`config.mk`:
```
export PLATFORM = sky130hd
export DESIGN_NAME = mqst_top
export DESIGN_NICKNAME = d
export VERILOG_FILES = /design/src/rtl/mqst_top.sv
export SDC_FILE = /design/constraint.sdc
export NUM_CORES = 1
export LEC_CHECK = 0
export CORE_MARGIN = 3
export CORE_UTILIZATION = 50
export DETAILED_ROUTE_END_ITERATION = 16
export HOLD_SLACK_MARGIN = 0.06
export MAX_ROUTING_LAYER = met4
export PLACE_DENSITY = 0.69
export SLEW_MARGIN = 20
export SYNTH_ARGS = -nofsm -noshare
export SYNTH_HDL_FRONTEND = slang
export SYNTH_SLANG_ARGS = --single-unit
```
`constraint.sdc`:
```
create_clock -name clk -period 2.95 [get_ports clk]
set_input_delay 0.59 -clock clk [delete_from_list [all_inputs] [get_ports clk]]
set_output_delay 0.59 -clock clk [all_outputs]
set_load 0.1 [all_outputs]
```
`src/rtl/mqst_top.sv`:
```
// Manchester (IEEE 802.3) byte codec: framed serial encoder plus independent decoder.
// Define MQST_PARITY_EN to append and check an even-parity bit after data bit 0.
module mqst_top #(
   parameter int HALF_BIT_CLKS = 4,
   parameter int GAP_BITS      = 1
) (
   input  logic       clk,
   input  logic       rst_p,
   input  logic [7:0] data_in,
   input  logic       data_in_valid,
   output logic       data_tready,
   output logic [7:0] data_out,
   output logic       data_out_valid,
   input  logic       Mqst_BitIn,
   output logic       Mqst_BitOut
);

   localparam int CW       = $clog2(2*HALF_BIT_CLKS + 1);
   localparam int GAP_CLKS = GAP_BITS*2*HALF_BIT_CLKS;

   localparam logic [CW-1:0] BIT_LAST_C = CW'(2*HALF_BIT_CLKS - 1);
   localparam logic [CW-1:0] HALF_M1_C  = CW'(HALF_BIT_CLKS - 1);
   localparam logic [CW-1:0] HALF_P1_C  = CW'(HALF_BIT_CLKS + 1);
   localparam logic [CW-1:0] SAMP_A_C   = CW'(HALF_BIT_CLKS/2);
   localparam logic [CW-1:0] SAMP_B_C   = CW'(HALF_BIT_CLKS + HALF_BIT_CLKS/2);
   localparam logic [15:0]   GAP_LAST_C = 16'((GAP_CLKS == 0) ? 0 : GAP_CLKS - 1);

   typedef enum logic [2:0] {TX_IDLE, TX_START, TX_DATA, TX_PARITY, TX_GAP} tx_state_e;
   typedef enum logic [1:0] {RX_HUNT, RX_START, RX_DATA, RX_PARITY} rx_state_e;

   tx_state_e         tx_state_q, tx_state_d;
   logic [CW-1:0]     tx_cnt_q, tx_cnt_d;
   logic [2:0]        tx_idx_q, tx_idx_d;
   logic [7:0]        tx_shift_q, tx_shift_d;
   logic              tx_bit_q, tx_bit_d;
   logic [15:0]       gap_cnt_q, gap_cnt_d;
   logic              bit_out_q, bit_out_d;
   logic              tready_q, tready_d;
   logic              tx_next_bit;
   logic              tx_to_gap;
`ifdef MQST_PARITY_EN
   logic              tx_par_q, tx_par_d;
`endif

   rx_state_e         rx_state_q, rx_state_d;
   logic [CW-1:0]     rx_cnt_q, rx_cnt_d;
   logic [2:0]        rx_idx_q, rx_idx_d;
   logic [7:0]        rx_shift_q, rx_shift_d;
   logic              rx_a_q, rx_a_d;
   logic [1:0]        sync_q, sync_d;
   logic              prev_q, prev_d;
   logic [7:0]        data_out_q, data_out_d;
   logic              data_out_valid_q, data_out_valid_d;
   logic              rx_line;
   logic              rx_edge;
   logic              rx_rise;

   // Encoder: each bit is sent as ~bit for the first half and bit for the second half.
   always_comb begin
      tx_state_d  = tx_state_q;
      tx_cnt_d    = tx_cnt_q;
      tx_idx_d    = tx_idx_q;
      tx_shift_d  = tx_shift_q;
      tx_bit_d    = tx_bit_q;
      gap_cnt_d   = gap_cnt_q;
      bit_out_d   = 1'b0;
      tready_d    = 1'b0;
      tx_next_bit = tx_bit_q;
      tx_to_gap   = 1'b0;
`ifdef MQST_PARITY_EN
      tx_par_d    = tx_par_q;
`endif
      case (tx_state_q)
         TX_IDLE: begin
            tready_d = 1'b1;
            if (data_in_valid && tready_q) begin
               tx_shift_d = data_in;
               tx_state_d = TX_START;
               tx_cnt_d   = '0;
               tx_idx_d   = '0;
               tx_bit_d   = 1'b0;
               bit_out_d  = 1'b1;
               tready_d   = 1'b0;
`ifdef MQST_PARITY_EN
               tx_par_d   = ^data_in;
`endif
            end
         end
         TX_GAP: begin
            if (gap_cnt_q == GAP_LAST_C) begin
               tx_state_d = TX_IDLE;
               tready_d   = 1'b1;
            end else begin
               gap_cnt_d = gap_cnt_q + 16'd1;
            end
         end
         default: begin
            if (tx_cnt_q == BIT_LAST_C) begin
               tx_cnt_d = '0;
               case (tx_state_q)
                  TX_START: begin
                     tx_state_d  = TX_DATA;
                     tx_next_bit = tx_shift_q[7];
                  end
                  TX_DATA: begin
                     if (tx_idx_q == 3'd7) begin
`ifdef MQST_PARITY_EN
                        tx_state_d  = TX_PARITY;
                        tx_next_bit = tx_par_q;
`else
                        tx_to_gap = 1'b1;
`endif
                     end else begin
                        tx_idx_d    = tx_idx_q + 3'd1;
                        tx_shift_d  = {tx_shift_q[6:0], 1'b0};
                        tx_next_bit = tx_shift_q[6];
                     end
                  end
                  default: tx_to_gap = 1'b1;
               endcase
               tx_bit_d = tx_next_bit;
               if (tx_to_gap) begin
                  gap_cnt_d = '0;
                  if (GAP_CLKS == 0) begin
                     tx_state_d = TX_IDLE;
                     tready_d   = 1'b1;
                  end else begin
                     tx_state_d = TX_GAP;
                  end
               end else begin
                  bit_out_d = ~tx_next_bit;
               end
            end else begin
               tx_cnt_d  = tx_cnt_q + CW'(1);
               bit_out_d = (tx_cnt_q >= HALF_M1_C) ? tx_bit_q : ~tx_bit_q;
            end
         end
      endcase
   end

   always_ff @(posedge clk or posedge rst_p) begin
      if (rst_p) begin
         tx_state_q <= TX_IDLE;
         tx_cnt_q   <= '0;
         tx_idx_q   <= '0;
         tx_shift_q <= '0;
         tx_bit_q   <= 1'b0;
         gap_cnt_q  <= '0;
         bit_out_q  <= 1'b0;
         tready_q   <= 1'b0;
`ifdef MQST_PARITY_EN
         tx_par_q   <= 1'b0;
`endif
      end else begin
         tx_state_q <= tx_state_d;
         tx_cnt_q   <= tx_cnt_d;
         tx_idx_q   <= tx_idx_d;
         tx_shift_q <= tx_shift_d;
         tx_bit_q   <= tx_bit_d;
         gap_cnt_q  <= gap_cnt_d;
         bit_out_q  <= bit_out_d;
         tready_q   <= tready_d;
`ifdef MQST_PARITY_EN
         tx_par_q   <= tx_par_d;
`endif
      end
   end

   assign rx_line = sync_q[1];
   assign rx_edge = rx_line ^ prev_q;
   assign rx_rise = rx_line & ~prev_q;

   // Decoder: a mid-bit edge near HALF_BIT_CLKS re-centres the bit counter to absorb drift.
   always_comb begin
      sync_d           = {sync_q[0], Mqst_BitIn};
      prev_d           = rx_line;
      rx_state_d       = rx_state_q;
      rx_cnt_d         = rx_cnt_q;
      rx_idx_d         = rx_idx_q;
      rx_shift_d       = rx_shift_q;
      rx_a_d           = rx_a_q;
      data_out_d       = data_out_q;
      data_out_valid_d = 1'b0;
      if (rx_state_q == RX_HUNT) begin
         if (rx_rise) begin
            rx_state_d = RX_START;
            rx_cnt_d   = CW'(1);
            rx_idx_d   = '0;
         end
      end else begin
         if (rx_edge && (rx_cnt_q >= HALF_M1_C) && (rx_cnt_q <= HALF_P1_C)) begin
            rx_cnt_d = HALF_P1_C;
         end else if (rx_cnt_q == BIT_LAST_C) begin
            rx_cnt_d = '0;
         end else begin
            rx_cnt_d = rx_cnt_q + CW'(1);
         end
         if (rx_cnt_q == SAMP_A_C) begin
            rx_a_d = rx_line;
         end
         if (rx_cnt_q == SAMP_B_C) begin
            if (rx_a_q == rx_line) begin
               rx_state_d = RX_HUNT;
            end else begin
               case (rx_state_q)
                  RX_START: rx_state_d = rx_line ? RX_HUNT : RX_DATA;
                  RX_DATA: begin
                     rx_shift_d = {rx_shift_q[6:0], rx_line};
                     if (rx_idx_q == 3'd7) begin
`ifdef MQST_PARITY_EN
                        rx_state_d = RX_PARITY;
`else
                        data_out_d       = {rx_shift_q[6:0], rx_line};
                        data_out_valid_d = 1'b1;
                        rx_state_d       = RX_HUNT;
`endif
                     end else begin
                        rx_idx_d = rx_idx_q + 3'd1;
                     end
                  end
`ifdef MQST_PARITY_EN
                  RX_PARITY: begin
                     if ((^rx_shift_q) == rx_line) begin
                        data_out_d       = rx_shift_q;
                        data_out_valid_d = 1'b1;
                     end
                     rx_state_d = RX_HUNT;
                  end
`endif
                  default: rx_state_d = RX_HUNT;
               endcase
            end
         end
      end
   end

   always_ff @(posedge clk or posedge rst_p) begin
      if (rst_p) begin
         sync_q           <= '0;
         prev_q           <= 1'b0;
         rx_state_q       <= RX_HUNT;
         rx_cnt_q         <= '0;
         rx_idx_q         <= '0;
         rx_shift_q       <= '0;
         rx_a_q           <= 1'b0;
         data_out_q       <= 8'h00;
         data_out_valid_q <= 1'b0;
      end else begin
         sync_q           <= sync_d;
         prev_q           <= prev_d;
         rx_state_q       <= rx_state_d;
         rx_cnt_q         <= rx_cnt_d;
         rx_idx_q         <= rx_idx_d;
         rx_shift_q       <= rx_shift_d;
         rx_a_q           <= rx_a_d;
         data_out_q       <= data_out_d;
         data_out_valid_q <= data_out_valid_d;
      end
   end

   assign data_tready    = tready_q;
   assign Mqst_BitOut    = bit_out_q;
   assign data_out       = data_out_q;
   assign data_out_valid = data_out_valid_q;

endmodule

```
**Word level (Yosys, flattened, before mapping)**

Cells that the tools add are included.

- Flip-flop bits (word level): 66
- Input port bits: 12
- Output and inout bits: 11
- Logic and storage cells: 143

- $add $sub $neg: 5
- $lt $le $gt $ge: 3
- Equal/unequal tests: 21
- Multiplexer cells: 64
- Bitwise logic cells: 9
- Reductions and logical operators: 24

Operators by type and width:

| kind | count |
|---|---|
| $mux 16 | 3 |
| $mux 3 | 15 |
| $mux 8 | 4 |
| $pmux 16 s2 | 1 |
| $mux 4 | 6 |
| $mux 1 | 19 |
| $add 16x1->16 const B | 1 |
| $eq 16x3->1 const B | 1 |
| $pmux 8 s2 | 1 |
| $reduce_and 5->1 | 3 |
| $eq 4x3->1 const B | 3 |
| $mux 2 | 6 |
| $ne 2x2->1 const B | 6 |
| $pmux 3 s2 | 2 |
| $reduce_and 4->1 | 3 |
| $reduce_bool 2->1 | 6 |
| $pmux 1 s2 | 5 |
| $eq 3x3->1 const B | 3 |
| $add 4x1->4 const B | 2 |
| $ge 4x2->1 const B | 2 |
| $pmux 4 s2 | 1 |
| $not 1->1 | 7 |
| $add 3x1->3 const B | 2 |
| $reduce_and 3->1 | 2 |
| other kinds (19) | 22 |

**Depth between registers and ports, before layout**

Gate-level depths: netlist of run 1.

- Depth in word-level cells: 9
- Mapped depth: 7
- Mapped depth without buffers: 6

**Worst setup path after synthesis of run 1**

OpenSTA, ideal clock, no wires.

- Path type: register to register
- Start point: register tready_q, in the netlist data_tready
- End point: register tx_idx_q[0]
- Setup time: 0.125 ns
- Data arrival time: 1.847 ns
- Required time: 2.825 ns
- Slack: 0.978 ns
- Cell stages (with the launch flop): 6
- Path buffers: 1
- Period minus slack after synthesis: 1.972 ns
- Path through: dfrtp_1 > nand3b_1 > nor2_2 > o21ai_1 > buf_4 > mux2_2

- Cells in the longest elaborated chain, start to end: 3

RTL lines:

| what | line | text |
|---|---|---|
| from (decl) | 38 | `logic tready_q, tready_d;` |
| from (signal assigned) | 162 | `tready_q <= tready_d;` |
| $logic_and 1x1->1 | 76 | `if (data_in_valid && tready_q) begin` |
| $ne 2x2->1 (no line) | n/a |  |
| $reduce_and 5->1 (no line) | n/a |  |
| to (signal assigned) | 157 | `tx_idx_q <= tx_idx_d;` |
| to (decl) | 33 | `logic [2:0] tx_idx_q, tx_idx_d;` |

Every way passes these cells.
A chain may end at the register's enable or synchronous reset.

**Final worst setup path of run 1**

- Start point: register tx_cnt_q[0]
- End point: register tx_shift_q[6]

- Cells in the longest elaborated chain, start to end: 3

RTL lines:

| what | line | text |
|---|---|---|
| from (decl) | 32 | `logic [CW-1:0] tx_cnt_q, tx_cnt_d;` |
| from (signal assigned) | 156 | `tx_cnt_q <= tx_cnt_d;` |
| $eq 4x3->1 | 98 | `if (tx_cnt_q == BIT_LAST_C) begin` |
| $reduce_bool 2->1 (no line) | n/a |  |
| $reduce_and 5->1 (no line) | n/a |  |
| to (signal assigned) | 158 | `tx_shift_q <= tx_shift_d;` |
| to (decl) | 34 | `logic [7:0] tx_shift_q, tx_shift_d;` |

Every way passes these cells.

==> qor_table.md, run 1 <==
| Parameter | Reported | Unit |
|:---|:---|:---|
| Routed Antenna Nets | 0 | - |
| Count of routing violations after the opening detailed-route iteration | 46 | - |
| Post-detail-place hpwl | 4040 | microns |
| Final-layout worst hold slack | 0.360 | ns |
| Post-Synthesis Cells | 298 | - |
| Combined flip-flop and latch cell area | 1650 | sq um |
| Main combinational cell family by area after synthesis | simple AND/OR/NAND/NOR gates | - |
| Number of synthesized register bits | 66 | - |
| Number of vias after detailed routing | 2399 | - |
| Fraction of the yosys area taken by sequential cells | 49.8 | % |
| Compound-gate portion of the synthesized area | 15.0 | % |
| Largest net degree at the start of global routing | 25 | - |
| Vias in the first global route | 2336 | - |
| Biggest fanout along the worst timing path | 11 | - |
| Warnings from Yosys | 0 | - |
| Layout fillers | 556 | - |
| Delay contributed by the slowest stage of the critical path | 0.72 | ns |
| Layout Utilization | 59.0 | % |
| Critical Path Slowest Stage Cell | sky130_fd_sc_hd__o21ai_1 | - |
| Top post-synthesis cells by area | sky130_fd_sc_hd__dfrtp_1 50%, sky130_fd_sc_hd__mux2_2 12%, sky130_fd_sc_hd__ha_1 4.1% | - |
| Netlist cell types | 57 | - |
| Die Wd | 87.5 | microns |
| DP Area | 3580 | sq um |
| Share of cell area taken by muxes after synthesis | 11.8 | % |
| Port buffer count | 22 | - |
| Share of the synthesized netlist area taken by xor and xnor gates | 0.264 | % |
| Number of nets in the final layout | 346 | - |
| Diodes inserted | 0 | - |
| 1st-pass router iterations | 4 | - |
| Setup violators final | 0 | - |
| Type of the worst min-delay path | flip-flop to flip-flop | - |
| Clock latency of the later-clocked register in the worst-skew pair | 0.34 | ns |
| Most frequently used flop master after synthesis | sky130_fd_sc_hd__dfrtp_1 | - |
| Area added between synthesis and finish | 13.5 | % |
| Commonest non-fill, non-tap cell in the layout | sky130_fd_sc_hd__dfrtp_1 | - |
| Fraction of synthesized cell area taken by the top area cell type | 49.8 | % |
| Final estimated routing congestion in global placement | 0.710 | - |
| Async S/R FF share, synth | 100 | % |
| Maximum operating frequency | 439 | MHz |
| Final setup skew | 0.00560 | ns |
| Arrival time of the worst setup path | 2.50 | ns |
| Vias per cell | 5.94 | - |
| Final Instance Count excl. Fillers | 404 | - |
| Count of flip-flops with a built-in enable after synthesis | 0 | - |
| Classification of the worst setup path | flip-flop to flip-flop | - |
| # DRC | 0 | - |
| Min Clock Period, post-route | 2.28 | ns |
| CTS Buf Count | 9 | - |
| Clock slew at the register clock pins of the worst setup and hold paths | 0.07 | ns |
| Final Hold Fails | 0 | - |
| Commonest non-fill, non-tap cells in the layout | 66 x sky130_fd_sc_hd__dfrtp_1, 34 x sky130_fd_sc_hd__mux2_2, 17 x sky130_fd_sc_hd__o21ai_0, 17 x sky130_fd_sc_hd__a21oi_1, 17 x sky130_fd_sc_hd__buf_4 | - |
| Final wirelength | 6020 | microns |
| Wire length of the first global-routing pass | 10700 | microns |
| TritonCTS clock tree | yes | - |
| Die Outline Area | 7650 | sq um |
| Root Buffer | sky130_fd_sc_hd__clkbuf_8 | - |
| Area used by multi-input combinational logic | 1550 | sq um |
| CP Launch Point | tx_cnt_q[0]$_DFFE_PP0P_ | - |
| # clock sinks | 66 | - |
| Mean post-synth cell area | 11.1 | sq um |
| Number of setup buffers added after CTS | 0 | - |
| Overall power | 2.11 | mW |
| Post-Place Cells | 389 | - |
| Portion of the clock cycle consumed by the worst path in the final layout | 77.2 | % |
| Tightest slew margin relative to the limit | 37.4 | % |
| Max-cap violations | 0 | - |
| Crit. End Element | flip-flop | - |
| Reg2reg start | tx_cnt_q[0]$_DFFE_PP0P_ | - |
| RSZ-0062 raised after global routing | no | - |
| Final-layout setup total negative slack | 0 | ns |
| Placeable core area | 6390 | sq um |
| Die Y | 87.5 | microns |
| Max-slew violation count | 0 | - |
| Total power divided by cell area | 559 | nW/um^2 |
| Chain of cells forming the critical path | ha_1, and3b_1, and2_1, o21ai_1, mux2_2 | - |
| Synthesized netlist net count | 321 | - |
| Aggregate global-route resource usage | 18.4 | % |
| Overflow left after global routing | 0 | - |
| Final worst slack | 0.673 | ns |
| Number of levels the H-tree was split into | 3 | - |
| Number of antenna violations at the first check in global routing | 0 | - |
| Effective utilization at floorplan | 52.0 | % |
| IR drop worst, VDD | 0.342 | mV |
| R2R Setup Slk | 0.67 | ns |
| Cts-stage hold buffer count | 0 | - |
| I/O pin count | 23 | - |
| Most area-hungry cell type in the Yosys netlist | sky130_fd_sc_hd__dfrtp_1 | - |
| Post-synthesis adder-cell area fraction | 4.15 | % |
| Pre-CTS setup slack | 0.455 | ns |
| Post-cts gate resize count | 0 | - |
| Wire per inst | 14.9 | microns |
| Standby leakage power | 1.75 | nW |
| Area of the mapped netlist | 3320 | sq um |
| Hold path start | sync_q[0]$_DFF_PP0_ | - |
| Share of final-layout standard cells stronger than drive strength 1 | 21.7 | % |
| Number of rows created at floorplan | 29 | - |
| Actual transition at the worst max-transition pin | 0.933 | ns |
| Result of the run | completed | - |
| Startpoint types | flip-flop | - |
| Required arrival time at the worst endpoint | 3.17 | ns |
| Clock buffer depth | 2 | - |
| Post-Layout Inst Area | 3770 | sq um |
| Post-synthesis share of cell area spent on and, or, nand and nor gates | 15.5 | % |
==> critical path: cells and delay by family, from the launching register on <==
family / cells / cell delay, ns
and+or+nand+nor: 2 / 0.36
AOI/OAI and AO/OA: 1 / 0.72
adders and majority gates: 1 / 0.25
DFF: 1 / 0.41
muxes: 1 / 0.42
==> cell families (layout without fill, tap and decap cells) <==
kind of cell	after synthesis	in the layout
simple gates	84	84
flops	66	66
compound gates	75	75
buf+inv	26	55
mux	35	35
fa+ha+maj	11	11
xor+xnor	1	1
==> synth_stat cells, drive strengths merged, types with 8 or more instances <==
cell and n:
dfrtp 66, mux2 34, o21ai 18, a21oi 17, nand2 14, inv 12
ha 11, nor2 11, or3 9, buf 8, o31ai 8
==> report_power, final <==
part / switching [mW] / internal (mW) / leakage, nW
combinational: 0.175 / 0.151 / 0.781
clock: 0.333 / 0.407 / 0.0962
sequential: 0.0827 / 0.959 / 0.878
total: 0.591 / 1.52 / 1.75
==> metal layers <==
layer	GRT usage, %	up-vias	part of all wire [%]
met3	4.26	11	3.3
met4	7.53	0	1.6
met2	28.6	27	48
li1	-	1165	-
met1	23.2	1196	47
met5	-	-	0
==> final cells by class <==
type                            count  share of cell area [%]
Sequential cell                    66                    43.8
Multi-Input combinational cell    206                    41.2
Timing Repair Buffer               28                    6.31
Clock buffer                       12                    3.85
Tap cell                           77                    2.56
Inverter                           12                    1.20
Clock inverter                      3                    1.06
==> worst paths after layout <==
check / to / cells after the start
setup / recovery: tx_shift_q[6]$_DFFE_PP0P_ / 5
max in group asynchronous: gap_cnt_q[7]$_DFFE_PP0P_ / 3
setup reg to reg: tx_shift_q[6]$_DFFE_PP0P_ / 5
hold / removal: sync_q[1]$_DFF_PP0_ / 0
min in group asynchronous: data_out[0]$_DFFE_PP0P_ / 2
hold reg to reg: sync_q[1]$_DFF_PP0_ / 0
==> flip-flops by register name (all words and copies together), names as in the netlist, 3 cells and up <==
signal and cells:
gap_cnt_q 16, data_out 8, tx_shift_q 8, rx_shift_q 7, rx_cnt_q 4, tx_cnt_q 4
rx_idx_q 3, tx_idx_q 3, tx_state_q 3
(Power assumes the default switching activity.)
==> run 2: changes to the inputs <==
--- a/config.mk
+++ b/config.mk
@@ -10,7 +10,7 @@
 export DETAILED_ROUTE_END_ITERATION = 16
 export HOLD_SLACK_MARGIN = 0.06
 export MAX_ROUTING_LAYER = met4
-export PLACE_DENSITY = 0.69
+export PLACE_DENSITY = 0.72
 export SLEW_MARGIN = 20
 export SYNTH_ARGS = -nofsm -noshare
 export SYNTH_HDL_FRONTEND = slang
==> constraint.sdc (replaced) <==
create_clock -name clk -period 2.08 [get_ports clk]
set_input_delay 0.416 -clock clk [delete_from_list [all_inputs] [get_ports clk]]
set_output_delay 0.416 -clock clk [all_outputs]
set_load 0.1 [all_outputs]
==> qor_table.md, run 2 (synthesized netlist as in run 1, its figures left out) <==
| Parameter | Reported | Unit | Delta |
|:---|:---|:---|:---|
| Layout Utilization | 60.9 | % | +1.9 points |
| Share of final-layout standard cells stronger than drive strength 1 | 23.9 | % | +2.2 points |
| RSZ-0062 raised after global routing | no | - |  |
| Vias in the first global route | 2377 | - | +1.8% |
| Commonest non-fill, non-tap cell in the layout | sky130_fd_sc_hd__dfrtp_1 | - |  |
| Clock slew at the register clock pins of the worst setup and hold paths | 0.08 | ns | about the same |
| Required arrival time at the worst endpoint | 2.33 | ns | -0.84 ns |
| Result of the run | completed | - |  |
| Tightest slew margin relative to the limit | 66.5 | % | +29 points |
| DP Area | 3620 | sq um | +0.98% |
| Chain of cells forming the critical path | ha_1, and3b_1, o221ai_1, buf_4, or4_1, a21oi_1 | - |  |
| Min Clock Period, post-route | 1.92 | ns | -0.362 ns |
| Startpoint types | flip-flop | - |  |
| Setup violators final | 0 | - | unchanged |
| Hold path start | sync_q[0]$_DFF_PP0_ | - |  |
| Final-layout setup total negative slack | 0 | ns | unchanged |
| CTS Buf Count | 9 | - | unchanged |
| Wire per inst | 14.9 | microns | +0.29% |
| Effective utilization at floorplan | 52.0 | % | unchanged |
| Kind of cell adding the most delay to the critical path | simple AND/OR/NAND/NOR gates | - |  |
| Max FFs per register | 16 | - | unchanged |
| CP Launch Point | tx_cnt_q[0]$_DFFE_PP0P_ | - |  |
| Die Y | 87.5 | microns | unchanged |
| Largest register by flop count | gap_cnt_q | - |  |
| Final Hold Fails | 0 | - | unchanged |
| Number of vias after detailed routing | 2368 | - | -1.3% |
| Diodes inserted | 0 | - | unchanged |
| Post-Place Cells | 392 | - | +0.77% |
| Largest net degree at the start of global routing | 67 | - | +170% |
| Root Buffer | sky130_fd_sc_hd__clkbuf_8 | - |  |
| Arrival time of the worst setup path | 2.17 | ns | -0.33 ns |
| Die Outline Area | 7650 | sq um | unchanged |
| Standby leakage power | 1.81 | nW | +3.0% |
| # clock sinks | 66 | - | unchanged |
| Number of rows created at floorplan | 29 | - | unchanged |
| Final setup skew | 0.00543 | ns | -0.000171 ns |
| Overflow left after global routing | 0 | - | unchanged |
| Die Wd | 87.5 | microns | unchanged |
| Actual transition at the worst max-transition pin | 0.499 | ns | -0.435 ns |
| Number of antenna violations at the first check in global routing | 0 | - | unchanged |
| Post-detail-place hpwl | 4060 | microns | +0.63% |
| Reg2reg start | tx_cnt_q[0]$_DFFE_PP0P_ | - |  |
| TritonCTS clock tree | yes | - |  |
| Max-slew violation count | 0 | - | unchanged |
| Final Instance Count excl. Fillers | 408 | - | +0.99% |
| Total power divided by cell area | 863 | nW/um^2 | +54% |
| Aggregate global-route resource usage | 18.5 | % | +0.12 points |
| Type of the worst min-delay path | flip-flop to flip-flop | - |  |
| Clock latency of the later-clocked register in the worst-skew pair | 0.33 | ns | about the same |
| Number of levels the H-tree was split into | 3 | - | unchanged |
| Max-cap violations | 0 | - | unchanged |
| Commonest non-fill, non-tap cells in the layout | 66 x sky130_fd_sc_hd__dfrtp_1, 34 x sky130_fd_sc_hd__mux2_2, 19 x sky130_fd_sc_hd__buf_4 | - |  |
| Critical Path Slowest Stage Cell | sky130_fd_sc_hd__dfrtp_1 | - |  |
| Maximum operating frequency | 522 | MHz | +19% |
| Count of routing violations after the opening detailed-route iteration | 86 | - | +87% |
| Classification of the worst setup path | flip-flop to flip-flop | - |  |
| IR drop worst, VDD | 0.564 | mV | +65% |
| Area added between synthesis and finish | 17.2 | % |  |
| 1st-pass router iterations | 4 | - | unchanged |
| Delay contributed by the slowest stage of the critical path | 0.41 | ns | -0.31 ns |
| Number of nets in the final layout | 349 | - | +0.87% |
| Buffers and inverters on the worst path | 1 | - | +1 |
| Post-Layout Inst Area | 3890 | sq um | +3.3% |
| Placeable core area | 6390 | sq um | unchanged |
| Portion of the clock cycle consumed by the worst path in the final layout | 92.1 | % | +15 points |
| I/O pin count | 23 | - | unchanged |
| Biggest fanout along the worst timing path | 12 | - | +1 |
| Clock buffer depth | 2 | - | unchanged |
| Final wirelength | 6100 | microns | +1.3% |
| Final estimated routing congestion in global placement | 0.781 | - | +10% |
| Wire length of the first global-routing pass | 10800 | microns | +1.3% |
| # DRC | 0 | - | unchanged |
| Crit. End Element | flip-flop | - |  |
| Cts-stage hold buffer count | 0 | - | unchanged |
| Port buffer count | 22 | - | unchanged |
| Routed Antenna Nets | 0 | - | unchanged |
| Vias per cell | 5.80 | - | -2.3% |
| Layout fillers | 531 | - | -4.5% |
-- run 2: cell types whose count changed in the layout (fill, tap and decap cells not counted) --
cell and change:
sky130_fd_sc_hd__buf_12 +1, sky130_fd_sc_hd__clkbuf_8 -1, sky130_fd_sc_hd__clkinv_2 -1, sky130_fd_sc_hd__nor4bb_2 +1, sky130_fd_sc_hd__clkinvlp_4 +1, sky130_fd_sc_hd__nor4bb_1 -1, sky130_fd_sc_hd__bufinv_16 +3, sky130_fd_sc_hd__clkinv_4 +1
sky130_fd_sc_hd__o21a_1 -1, sky130_fd_sc_hd__clkbuf_1 -2, sky130_fd_sc_hd__buf_4 +2, sky130_fd_sc_hd__o21a_2 +1
-- run 2: what timing repair did --
action,4_1_cts,5_1_grt
setup buffers,0,0
endpoints found under the setup margin,0,2
resized for setup,0,2
-- run 2: routing by layer --
layer	vias to the layer above	track usage (%)	wire [microns]
li1	1168	-	-
met1	1163	22.9	2880
met2	32	30.0	3000
met3	5	3.12	151
met4	0	7.95	65
met5	-	-	0
-- run 2: cell type report --
cell class	instances	area (sq um)	share of cell area (%)
Tap cell	77	96.3	2.48
Sequential cell	66	1650	42.5
Multi-Input combinational cell	206	1560	40.1
Clock buffer	9	124	3.18
Timing Repair Buffer	31	273	7.01
Clock inverter	7	141	3.63
Inverter	12	45.0	1.16
-- run 2: stage by stage --
| stage | worst slack [ns] | power (mW) | hold slack (ns) |
|---|---|---|---|
| 3_3_place_gp | 0.187 | 1.94 | 0.359 |
| 2_1_floorplan | 0.00919 | 1.86 | 0.331 |
| 5_1_grt | 0.00381 | 3.53 | 0.378 |
| 6_report | 0.164 | 3.36 | 0.371 |
| 4_1_cts | 0.130 | 3.39 | 0.383 |
| 3_5_place_dp | 0.145 | 1.96 | 0.360 |
-- run 2: power by group --
group | switching, mW | internal, mW | leakage (nW) | total (mW)
sequential | 0.117 | 1.36 | 0.878 | 1.48
combinational | 0.243 | 0.214 | 0.800 | 0.457
clock | 0.506 | 0.917 | 0.129 | 1.42
total | 0.866 | 2.49 | 1.81 | 3.36
-- run 2: final timing paths --
kind	to	slack [ns]	cells past startpoint
min reg2reg	sync_q[1]$_DFF_PP0_	0.37	0
max in group asynchronous	tx_cnt_q[1]$_DFFE_PP0P_	1.33	3
min in group asynchronous	data_out[2]$_DFFE_PP0P_	0.48	3
max	gap_cnt_q[12]$_DFFE_PP0P_	0.16	6
min	sync_q[1]$_DFF_PP0_	0.37	0
max reg2reg	gap_cnt_q[12]$_DFFE_PP0P_	0.16	6
